<file path="config.mk">
export PLATFORM = sky130hd
export DESIGN_NAME = des_block_loader
export DESIGN_NICKNAME = d
export VERILOG_FILES = /design/src/rtl/des_block_loader.sv
export SDC_FILE = /design/constraint.sdc
export NUM_CORES = 1
export LEC_CHECK = 0
export BUFFER_PORTS_ARGS = -buffer_cell sky130_fd_sc_hd__buf_4
export CAP_MARGIN = 20
export CORE_MARGIN = 2
export CORE_UTILIZATION = 60
export CTS_BUF_LIST = sky130_fd_sc_hd__clkbuf_4
export DETAILED_ROUTE_END_ITERATION = 10
export PLACE_DENSITY_LB_ADDON = 0.05
export SYNTH_ARGS = -nofsm -noshare
export SYNTH_HDL_FRONTEND = slang
export SYNTH_SLANG_ARGS = --single-unit
</file>
<file path="constraint.sdc">
create_clock -name clk -period 2.4 [get_ports clk]
set_input_delay 0.48 -clock clk [delete_from_list [all_inputs] [get_ports clk]]
set_output_delay 0.48 -clock clk [all_outputs]
set_load 0.02 [all_outputs]
</file>
<file path="src/rtl/des_block_loader.sv">
// Byte-serial loader that assembles eight bytes into a 64-bit block for the DES initial permutation.
// Optional short-block padding (in_last/out_pad) is enabled by defining DES_LOADER_PAD_EN.
module des_block_loader #(
   parameter int DES_BIT_ORDER = 1
) (
   input  logic        clk,
   input  logic        reset_n,
   input  logic [7:0]  in_byte,
   input  logic        in_valid,
   output logic        in_ready,
   input  logic        abort,
   output logic [63:0] out_block,
   output logic        out_valid,
   input  logic        out_ready,
`ifdef DES_LOADER_PAD_EN
   input  logic        in_last,
   output logic [2:0]  out_pad,
`endif
   output logic [3:0]  fill_count
);

   logic [2:0]  cnt;
   logic [63:0] asm_reg;
   logic [63:0] merged;
   logic        is_last;
   logic        accept;
   logic        complete;
   logic        xfer;

`ifdef DES_LOADER_PAD_EN
   assign is_last = in_last;
`else
   assign is_last = 1'b0;
`endif

   // DES numbering puts byte bit 7 at the lowest index of its slot, so the byte is bit-reversed.
   function automatic logic [63:0] place(input logic [7:0] b, input logic [2:0] slot);
      logic [7:0] rev;
      for (int i = 0; i < 8; i++) rev[i] = b[7-i];
      if (DES_BIT_ORDER != 0)
         return {56'd0, rev} << {slot, 3'b000};
      else
         return {56'd0, b} << {~slot, 3'b000};
   endfunction

   assign in_ready   = reset_n && !abort &&
                       (((cnt != 3'd7) && !is_last) || !out_valid || out_ready);
   assign accept     = in_valid && in_ready;
   assign complete   = accept && ((cnt == 3'd7) || is_last);
   assign xfer       = out_valid && out_ready;
   assign merged     = asm_reg | place(in_byte, cnt);
   assign fill_count = {1'b0, cnt};

   // Completing block goes straight to the output register so the slot counter never reaches 8.
   always_ff @(posedge clk) begin
      if (!reset_n) begin
         cnt       <= '0;
         asm_reg   <= '0;
         out_block <= '0;
         out_valid <= 1'b0;
`ifdef DES_LOADER_PAD_EN
         out_pad   <= '0;
`endif
      end else begin
         if (abort || complete) begin
            cnt     <= '0;
            asm_reg <= '0;
         end else if (accept) begin
            cnt     <= cnt + 3'd1;
            asm_reg <= merged;
         end

         if (complete) begin
            out_block <= merged;
            out_valid <= 1'b1;
`ifdef DES_LOADER_PAD_EN
            out_pad   <= ~cnt;
`endif
         end else if (xfer) begin
            out_valid <= 1'b0;
         end
      end
   end

endmodule

</file>
; ---- After elaboration in Yosys (flattened, before gate mapping)
; Cells that the tools add are included.
[op_classes]
n_addsub = 1
mul = 0
div_mod_pow = 0
magnitude_cmp = 0
eq_ne = 2
shift = 1
mux = 2
n_bitwise = 2
reduce_logical = 12
[op_table]
columns = op, count
row1 = bitwise OR 64 bit, 1
row2 = left shift 8 x 6 -> 64 bit, 1
row3 = logical AND 1 bit, 5
row4 = "adder 3 x 1 -> 3 bit, second input constant", 1
row5 = "equality test 3 bit, second input constant", 1
row6 = logical OR 1 bit, 3
row7 = "inequality test 3 bit, second input constant", 1
row8 = zero test 1 bit, 2
row9 = 2-to-1 mux 1 bit, 2
row10 = nonzero test 2 bit, 1
row11 = OR reduction 2 bit, 1
row12 = NOT 1 bit, 1
[totals]
reg_bits = 132
latch_bits = 0
ramBits = 0
romBits = 0
input_bits = 13
output_inout_bits = 70
elab_cells = 24
memories = 0

; ---- Logic depth before layout (Yosys ltp)
; Gate-level depths: netlist of run 1.
[logic_depth]
depth_word = 8
ltp_mapped = 7
depth_no_buf = 5

; ---- Worst setup path before layout of run 1
; OpenSTA, ideal clock, no wires.
[synth_timing]
path_kind = register -> output
start = register cnt[1]
end = output in_ready
t_arrival_ns = 1.528
t_required_ns = 1.920
path_slack_ns = 0.392
stages_incl_launch_ff = 5
cell_sequence = dfxtp_1 -> ha_1 -> ha_1 -> and3b_1 -> nor3_1
[synth_via]
elab_chain_cells = 4
[synth_rtl]
columns = item, line_no
row1 = start: declaration, 22  ; logic [2:0] cnt;
row2 = start signal: assignment, 69  ; cnt <= cnt + 3'd1;
row3 = inequality test 3 bit, 47  ; (((cnt != 3'd7) && !is_last) || !out_valid || out_ready);
row4 = logical OR 1 bit (2 in a row), 47
row5 = logical AND 1 bit, 46  ; assign in_ready = reset_n && !abort &&
row6 = end: declaration, 10  ; output logic in_ready,
; Every way passes these cells.

; ---- Final worst setup path of run 1
[layout_timing]
start = register cnt[0]
end = output in_ready
; Same word-level chain as after synthesis.

==> flow_results.xml, run 1 <==
<?xml version="1.0" encoding="UTF-8"?>
<metrics>
  <group name="run_status">
    <metric name="status" unit="">complete, no violations</metric>
  </group>
  <group name="critical_path">
    <metric name="worstSetupEndpointType" unit="">output port</metric>
    <metric name="cpLargestDelayFamily" unit="">adder cells</metric>
    <metric name="critical-path-slowest-cell" unit="">sky130_fd_sc_hd__dfxtp_2</metric>
    <metric name="worst_ep_arrival_time" unit="ps">1780</metric>
    <metric name="cp.required" unit="ps">1920</metric>
    <metric name="critical_path.n_buffers_inverters" unit="">1</metric>
    <metric name="worstPathCellList" unit="">ha_1 -&gt; ha_1 -&gt; and3b_1 -&gt; nor3_2 -&gt; buf_4</metric>
    <metric name="critPathLaunchType" unit="">register</metric>
    <metric name="critPathMaxFanout" unit="">8</metric>
    <metric name="path_common_cell" unit="">sky130_fd_sc_hd__ha_1</metric>
    <metric name="timing.critical_path.slowest_cell_delay" unit="ps">370</metric>
    <metric name="timing_worst_setup_path_type" unit="">reg -&gt; out</metric>
  </group>
  <group name="clock_tree">
    <metric name="hold_buffers" unit="">0</metric>
    <metric name="tritoncts.num_buffers" unit="">17</metric>
    <metric name="cts.root.buffer_cell" unit="">sky130_fd_sc_hd__clkbuf_4</metric>
    <metric name="cts.path.max_buffers" unit="">2</metric>
    <metric name="post_cts_resized" unit="">0</metric>
    <metric name="worst_setup_hold_path_clk_slew" unit="ps">100</metric>
    <metric name="cts_num_sinks" unit="">132</metric>
    <metric name="tritoncts" unit="">yes</metric>
    <metric name="worst_skew_pair.late_latency" unit="ps">520</metric>
    <metric name="total_number_of_h_tree_levels" unit="">4</metric>
    <metric name="postCtsSetupRepairBufs" unit="">0</metric>
  </group>
  <group name="floorplanning">
    <metric name="die_x" unit="um">101.8</metric>
    <metric name="core.rowCount" unit="">35</metric>
    <metric name="ios" unit="">83</metric>
    <metric name="placeableCoreArea" unit="mm2">0.009240</metric>
    <metric name="design.die.area" unit="mm2">0.01036</metric>
    <metric name="chipHeight" unit="um">101.8</metric>
    <metric name="initial_standard_cell_utilization_of_the_core" unit="">0.6207</metric>
  </group>
  <group name="grt">
    <metric name="pin_count_of_the_biggest_net_entering_global_routing" unit="">68</metric>
    <metric name="grt_antenna_before_repair" unit="">0</metric>
    <metric name="overflow" unit="">0</metric>
    <metric name="track_usage" unit="">0.2860</metric>
    <metric name="grt_pass1_vias" unit="">4602</metric>
    <metric name="wire_length_of_the_first_global_routing_pass" unit="um">23190</metric>
  </group>
  <group name="logic_synthesis">
    <metric name="synth_xor_xnor_area_share" unit="">0</metric>
    <metric name="synth_area" unit="mm2">0.005736</metric>
    <metric name="synth_cell_type_count" unit="">31</metric>
    <metric name="synth-edff-count" unit="">0</metric>
    <metric name="yosys_register_bits" unit="">132</metric>
    <metric name="synth.net_count" unit="">602</metric>
    <metric name="post_synth_main_area_contributors" unit="">sky130_fd_sc_hd__dfxtp_1 (46%), sky130_fd_sc_hd__a211oi_2 (12%), sky130_fd_sc_hd__a41oi_1 (9.8%)</metric>
    <metric name="main_combinational_cell_family_by_area_after_synthesis" unit="">compound AO/OA/AOI/OAI gates</metric>
    <metric name="ys_warn_count" unit="">0</metric>
    <metric name="synth_seq_area_share" unit="">0.4607</metric>
    <metric name="synthesis.instances" unit="">587</metric>
    <metric name="yosys.area_share.adder" unit="">0.004363</metric>
    <metric name="synthesis.area_per_instance" unit="um2">9.771</metric>
    <metric name="synth_compound_area_frac" unit="">0.3626</metric>
    <metric name="synthDominantCellAreaShare" unit="">0.4607</metric>
    <metric name="synth-async-reset-ratio" unit="">0</metric>
    <metric name="dominantRegCellSynth" unit="">sky130_fd_sc_hd__dfxtp_1</metric>
    <metric name="yosys.area_share.simple" unit="">0.07984</metric>
    <metric name="synth_largest_area_cell" unit="">sky130_fd_sc_hd__dfxtp_1</metric>
    <metric name="post_synth_mux_area_share" unit="">0</metric>
  </group>
  <group name="route">
    <metric name="drt_drc_violations_left" unit="">0</metric>
    <metric name="drt-initial-drc-count" unit="">296</metric>
    <metric name="wirelength" unit="um">14290</metric>
    <metric name="antenna_left" unit="">0</metric>
    <metric name="via_per_inst" unit="">6.440</metric>
    <metric name="vias" unit="">4888</metric>
    <metric name="post_drt_wl_per_cell" unit="um">18.83</metric>
    <metric name="drtPass1Iterations" unit="">5</metric>
  </group>
  <group name="timing">
    <metric name="report.final.setup_viol" unit="">0</metric>
    <metric name="max_slew.worst_pin.slew" unit="ps">674.9</metric>
    <metric name="slew-limit-headroom" unit="">0.5492</metric>
    <metric name="rsz0062_at_grt" unit="">no</metric>
    <metric name="final_min_period_over_clock_period" unit="">0.9436</metric>
    <metric name="achievable_clock_frequency" unit="MHz">441.6</metric>
    <metric name="finalCriticalPeriod" unit="ps">2265</metric>
    <metric name="worst_clock_skew" unit="ps">18.11</metric>
    <metric name="finalSetupTns" unit="ps">0</metric>
    <metric name="postLayoutSetupSlackWorst" unit="ps">135.4</metric>
    <metric name="report.final.slew_viol_count" unit="">0</metric>
    <metric name="hold_violations" unit="">0</metric>
  </group>
  <group name="place">
    <metric name="place_ws" unit="ps">504.1</metric>
    <metric name="placer_s_final_routability_congestion_estimate" unit="">0.8150</metric>
    <metric name="numPortBuffers" unit="">81</metric>
    <metric name="place_hpwl" unit="um">8526</metric>
  </group>
  <group name="job">
    <metric name="max_cap_viol_count" unit="">0</metric>
  </group>
  <group name="final_layout">
    <metric name="fillerInstances" unit="">736</metric>
    <metric name="post_route_cells_drive_above_1_share" unit="">0.3127</metric>
    <metric name="diodes" unit="">0</metric>
    <metric name="leading_cell_type_in_the_layout_fill_and_taps_excluded" unit="">sky130_fd_sc_hd__dfxtp_1</metric>
    <metric name="syn2layout_area_growth" unit="%">13.57</metric>
    <metric name="layout.cells.most_common_list" unit="">sky130_fd_sc_hd__dfxtp_1 (131), sky130_fd_sc_hd__buf_4 (96), sky130_fd_sc_hd__a21oi_1 (67)</metric>
    <metric name="finalNetCount" unit="">633</metric>
  </group>
  <group name="power">
    <metric name="power.density" unit="mW/mm2">600.3</metric>
    <metric name="power.static_leakage" unit="nW">2.158</metric>
    <metric name="worst_ir_drop_vdd" unit="uV">331.7</metric>
  </group>
  <group name="worst_hold_path">
    <metric name="holdCritPathClass" unit="">in -&gt; reg</metric>
  </group>
</metrics>
stage by stage:
stage / total power, mW / hold WS [ps] / instance area [um2] / utilization / instances
final: 3.910 / 215.1 / 6514 / 0.7049 / 759
after global routing: 4.021 / 204.6 / 6514 / 0.7049 / 759
after global placement: 2.415 / 452.6 / 6217 / 0.6729 / 728
after CTS: 3.919 / 189.6 / 6507 / 0.7043 / 759
after floorplan: 2.363 / 441.1 / 5736 / - / 587
after detailed placement: 2.419 / 460.1 / 6217 / 0.6729 / 728
cells by family (layout without fill, tap and decap cells):
kind of cell,count (synthesis),count (layout)
buffers and inverters,90,133
DFF,132,132
AOI/OAI and AO/OA,264,264
other,1,1
and+or+nand+nor,98,98
adders and majority gates,2,2
per-layer routing:
layer	vias to the layer above	share of wire	track usage
met2	179	0.48	0.4570
met3	19	0.060	0.04555
li1	2298	-	-
met4	0	0.015	0.1029
met5	-	0	0
met1	2392	0.44	0.3925
power by group:
group          internal, mW  total (mW)  switching, mW
registers              2.19        2.19        0.00178
clock network         0.711        1.54          0.828
logic                0.0496       0.177          0.128
total                  2.95        3.91          0.957
final timing paths:
| kind | to | cells after the start | startpoint | slack (ps) |
|---|---|---|---|---|
| worst min register to register | asm_reg[8] | 2 | asm_reg[8] | 480 |
| worst min-delay path | out_valid | 2 | reset_n | 220 |
| worst max register to register | out_block[39] | 6 | cnt[0] | 580 |
| worst max-delay path | in_ready | 5 | cnt[0] | 140 |
cells in the mapped netlist, types with 2 or more instances:
| cell type | count |
|---|---|
| sky130_fd_sc_hd__buf_1 | 2 |
| sky130_fd_sc_hd__clkbuf_2 | 6 |
| sky130_fd_sc_hd__o21ai_0 | 3 |
| sky130_fd_sc_hd__a31oi_1 | 64 |
| sky130_fd_sc_hd__ha_1 | 2 |
| sky130_fd_sc_hd__buf_4 | 18 |
| sky130_fd_sc_hd__nand3b_1 | 2 |
| sky130_fd_sc_hd__clkbuf_1 | 12 |
| sky130_fd_sc_hd__nand3_1 | 2 |
| sky130_fd_sc_hd__nor2b_1 | 11 |
| sky130_fd_sc_hd__nor2_1 | 64 |
| sky130_fd_sc_hd__dfxtp_1 | 132 |
| sky130_fd_sc_hd__a21oi_1 | 67 |
| sky130_fd_sc_hd__a41oi_1 | 64 |
| sky130_fd_sc_hd__buf_2 | 43 |
| sky130_fd_sc_hd__a211oi_2 | 55 |
| sky130_fd_sc_hd__a211oi_1 | 9 |
| sky130_fd_sc_hd__and3b_1 | 2 |
| sky130_fd_sc_hd__and2_1 | 10 |
| sky130_fd_sc_hd__buf_6 | 8 |
worst register-to-register path, delay by kind of cell, from the launching register on:
family                   cells  cell delay [ps]
AND/OR/NAND/NOR              2              420
flip-flops                   1              370
buffers and inverters        1              230
AO/OA/AOI/OAI                1              300
adder cells (fa/ha/maj)      2              420
cell type report:
| class | instances | area, um2 | area share |
|---|---|---|---|
| multi-input cells | 365 | 2594 | 0.3982 |
| flip-flops and latches | 132 | 2644 | 0.4059 |
| inverters | 1 | 3.754 | 0.0005763 |
| repair buffers | 101 | 820.8 | 0.1260 |
| clock inverters | 14 | 162.7 | 0.02497 |
| clock buffers | 17 | 127.6 | 0.01959 |
| well taps | 129 | 161.4 | 0.02478 |
(Power assumes the default switching activity.)
==> run 2: changes to the inputs <==
- ABC_AREA: not set -> 1
==> run 2 against run 1 <==
  * Combinational power fell by 14%
  * First-iteration DRC count fell by 2.0%
  * Cell count rose by 48%
  * Synthesized cell count rose by 57%
  * Fmax rose by 1.9%
  * Register-to-register slack improved by 70 ps
  * Non-clock buffer count fell by 8
  * Largest cell class unchanged
==> flow_results.xml, run 2 <==
<?xml version="1.0" encoding="UTF-8"?>
<metrics>
  <group name="critical_path">
    <metric name="critPathLaunchType" unit="">register</metric>
    <metric name="path_common_cell" unit="">sky130_fd_sc_hd__ha_1</metric>
    <metric name="cp.required" unit="ps">1920</metric>
    <metric name="timing.critical_path.slowest_cell_delay" unit="ps">350</metric>
    <metric name="worst_ep_arrival_time" unit="ps">1740</metric>
    <metric name="worstSetupEndpointType" unit="">output port</metric>
    <metric name="critical-path-slowest-cell" unit="">sky130_fd_sc_hd__dfxtp_1</metric>
    <metric name="timing.critical_path.depth" unit="">6</metric>
    <metric name="critical_path.n_buffers_inverters" unit="">1</metric>
    <metric name="reg2regPathDepth" unit="">5</metric>
    <metric name="cpLargestDelayFamily" unit="">adder cells</metric>
    <metric name="worstPathCellList" unit="">ha_1 -&gt; ha_1 -&gt; nand2_1 -&gt; nor2_1 -&gt; nor2_2 -&gt; buf_4</metric>
    <metric name="critPathMaxFanout" unit="">4</metric>
    <metric name="timing_worst_setup_path_type" unit="">reg -&gt; out</metric>
  </group>
  <group name="floorplanning">
    <metric name="chipHeight" unit="um">103.4</metric>
    <metric name="placeableCoreArea" unit="mm2">0.009684</metric>
    <metric name="ios" unit="">83</metric>
    <metric name="die_x" unit="um">103.4</metric>
    <metric name="core.rowCount" unit="">36</metric>
    <metric name="design.die.area" unit="mm2">0.01069</metric>
    <metric name="initial_standard_cell_utilization_of_the_core" unit="">0.6121</metric>
  </group>
  <group name="grt">
    <metric name="grt_pass1_vias" unit="">5175</metric>
    <metric name="wire_length_of_the_first_global_routing_pass" unit="um">22860</metric>
    <metric name="track_usage" unit="">0.2738</metric>
    <metric name="overflow" unit="">0</metric>
    <metric name="grt_antenna_before_repair" unit="">0</metric>
    <metric name="pin_count_of_the_biggest_net_entering_global_routing" unit="">66</metric>
  </group>
  <group name="logic_synthesis">
    <metric name="synth_most_common_cell" unit="">sky130_fd_sc_hd__nor2_1</metric>
    <metric name="synth_cell_type_count" unit="">19</metric>
    <metric name="synth-edff-count" unit="">0</metric>
    <metric name="synth_seq_area_share" unit="">0.4458</metric>
    <metric name="synthesis.instances" unit="">920</metric>
    <metric name="synth.net_count" unit="">935</metric>
    <metric name="yosys_register_bits" unit="">132</metric>
    <metric name="synth-async-reset-ratio" unit="">0</metric>
    <metric name="ys_warn_count" unit="">0</metric>
    <metric name="synthDominantCellAreaShare" unit="">0.4458</metric>
    <metric name="synth_area" unit="mm2">0.005928</metric>
    <metric name="dominantRegCellSynth" unit="">sky130_fd_sc_hd__dfxtp_1</metric>
    <metric name="post_synth_main_area_contributors" unit="">sky130_fd_sc_hd__dfxtp_1 (45%), sky130_fd_sc_hd__nor2_1 (18%), sky130_fd_sc_hd__nand2_1 (12%)</metric>
    <metric name="synthesis.area_per_instance" unit="um2">6.444</metric>
    <metric name="post_synth_most_frequent_cells" unit="">sky130_fd_sc_hd__nor2_1 (289), sky130_fd_sc_hd__nand2_1 (187), sky130_fd_sc_hd__inv_1 (135), sky130_fd_sc_hd__dfxtp_1 (132), sky130_fd_sc_hd__nand4_1 (50)</metric>
    <metric name="synth_largest_area_cell" unit="">sky130_fd_sc_hd__dfxtp_1</metric>
  </group>
  <group name="clock_tree">
    <metric name="tritoncts.num_buffers" unit="">17</metric>
    <metric name="post_cts_resized" unit="">0</metric>
    <metric name="cts.root.buffer_cell" unit="">sky130_fd_sc_hd__clkbuf_4</metric>
    <metric name="cts_num_sinks" unit="">132</metric>
    <metric name="hold_buffers" unit="">0</metric>
    <metric name="postCtsSetupRepairBufs" unit="">0</metric>
    <metric name="tritoncts" unit="">yes</metric>
    <metric name="total_number_of_h_tree_levels" unit="">4</metric>
    <metric name="worst_setup_hold_path_clk_slew" unit="ps">110</metric>
    <metric name="cts.path.max_buffers" unit="">2</metric>
    <metric name="worst_skew_pair.late_latency" unit="ps">530</metric>
  </group>
  <group name="final_layout">
    <metric name="leading_cell_type_in_the_layout_fill_and_taps_excluded" unit="">sky130_fd_sc_hd__nor2_1</metric>
    <metric name="layout.cells.most_common_list" unit="">sky130_fd_sc_hd__nor2_1 (289), sky130_fd_sc_hd__nand2_1 (186), sky130_fd_sc_hd__inv_1 (135)</metric>
    <metric name="diodes" unit="">0</metric>
    <metric name="post_route_cells_drive_above_1_share" unit="">0.1287</metric>
    <metric name="final-instance-count-excl-fill" unit="">1120</metric>
    <metric name="syn2layout_area_growth" unit="%">15.11</metric>
    <metric name="final_cell_area" unit="mm2">0.006824</metric>
    <metric name="finalNetCount" unit="">989</metric>
  </group>
  <group name="timing">
    <metric name="report.final.setup_viol" unit="">0</metric>
    <metric name="whs" unit="ps">235.8</metric>
    <metric name="slew-limit-headroom" unit="">0.3101</metric>
    <metric name="hold_violations" unit="">0</metric>
    <metric name="final_min_period_over_clock_period" unit="">0.9256</metric>
    <metric name="achievable_clock_frequency" unit="MHz">450.1</metric>
    <metric name="finalCriticalPeriod" unit="ps">2222</metric>
    <metric name="worst_clock_skew" unit="ps">11.70</metric>
    <metric name="rsz0062_at_grt" unit="">no</metric>
    <metric name="finalSetupTns" unit="ps">0</metric>
    <metric name="max_slew.worst_pin.slew" unit="ps">1034</metric>
    <metric name="report.final.slew_viol_count" unit="">0</metric>
  </group>
  <group name="route">
    <metric name="vias" unit="">5625</metric>
    <metric name="post_drt_wl_per_cell" unit="um">12.34</metric>
    <metric name="antenna_left" unit="">0</metric>
    <metric name="drt_drc_violations_left" unit="">0</metric>
    <metric name="via_per_inst" unit="">5.022</metric>
    <metric name="drt-initial-drc-count" unit="">290</metric>
    <metric name="wirelength" unit="um">13820</metric>
    <metric name="drtPass1Iterations" unit="">5</metric>
  </group>
  <group name="job">
    <metric name="max_cap_viol_count" unit="">0</metric>
  </group>
  <group name="run_status">
    <metric name="status" unit="">complete, no violations</metric>
  </group>
  <group name="power">
    <metric name="power.density" unit="mW/mm2">564.4</metric>
    <metric name="power.static_leakage" unit="nW">3.467</metric>
    <metric name="worst_ir_drop_vdd" unit="uV">297.3</metric>
  </group>
  <group name="place">
    <metric name="dp_cells" unit="">1088</metric>
    <metric name="place_hpwl" unit="um">8551</metric>
    <metric name="numPortBuffers" unit="">81</metric>
    <metric name="placer_s_final_routability_congestion_estimate" unit="">0.7867</metric>
    <metric name="detailed_place.area" unit="mm2">0.006541</metric>
  </group>
  <group name="worst_hold_path">
    <metric name="holdCritPathClass" unit="">in -&gt; reg</metric>
    <metric name="holdPathStages" unit="">3</metric>
  </group>
</metrics>
==> run 2: cell types whose count changed in the layout (fill, tap and decap cells not counted), sizes merged, moves of 63 or more <==
| cell | delta |
|---|---|
| a41oi | -64 |
| a211oi | -64 |
| inv | +134 |
| a31oi | -63 |
| nand2 | +186 |
| nor2 | +226 |
==> run 2: path summary, 6_finish.rpt <==
path / end / slack [ps] / from
worst max-delay path: in_ready / 180 / cnt[0]
worst min-delay path: out_valid / 240 / reset_n
worst max register to register: asm_reg[39] / 650 / cnt[0]
worst min register to register: asm_reg[26] / 460 / asm_reg[26]
==> run 2: cell families (layout without fill, tap and decap cells) <==
group	count (synthesis)	after routing	synth area share
AND/OR/NAND/NOR	556	556	0.3820
adder cells (fa/ha/maj)	2	2	0.004221
AO/OA/AOI/OAI	35	35	0.02976
flip-flops	132	132	0.4458
other	1	1	0.0006326
buffers and inverters	194	261	0.1376
==> run 2: layout make-up <==
class | instances | area (um2)
repair buffers | 93 | 735.7
well taps | 133 | 166.4
clock inverters | 13 | 140.1
clock buffers | 19 | 142.6
multi-input cells | 594 | 2486
flip-flops and latches | 132 | 2643
fillers | 826 | 2860
inverters | 136 | 510.5
==> run 2: per-layer routing <==
metal | global-route usage | wire length [um]
met5 | 0 | 0
met4 | 0.1032 | 299
met3 | 0.06788 | 808
met2 | 0.4720 | 6677
met1 | 0.3301 | 6033
==> run 2: metrics by stage <==
step / utilization / worst slack [ps] / total power [mW]
floorplan: - / 576.5 / 2.325
global placement: 0.6755 / 740.7 / 2.388
detailed placement: 0.6755 / 711.3 / 2.391
CTS: 0.7047 / 173.2 / 3.868
global route: 0.7047 / 53.50 / 3.978
finish: 0.7047 / 178.5 / 3.851
==> run 2: power breakdown <==
part / internal, mW / switching, mW / leakage, nW / total (mW)
Clock: 0.723 / 0.784 / 0.152 / 1.51
Sequential: 2.19 / 0.00131 / 1.06 / 2.19
Combinational: 0.0368 / 0.115 / 2.25 / 0.152
==> run 2: worst reg2reg max path, stage by stage (launching register included) <==
cell	delay, ps
sky130_fd_sc_hd__dfxtp_1	350
sky130_fd_sc_hd__inv_1	750
sky130_fd_sc_hd__nand4_1	290
sky130_fd_sc_hd__nor2_1	180
sky130_fd_sc_hd__nor2_1	50
sky130_fd_sc_hd__nor2_1	70
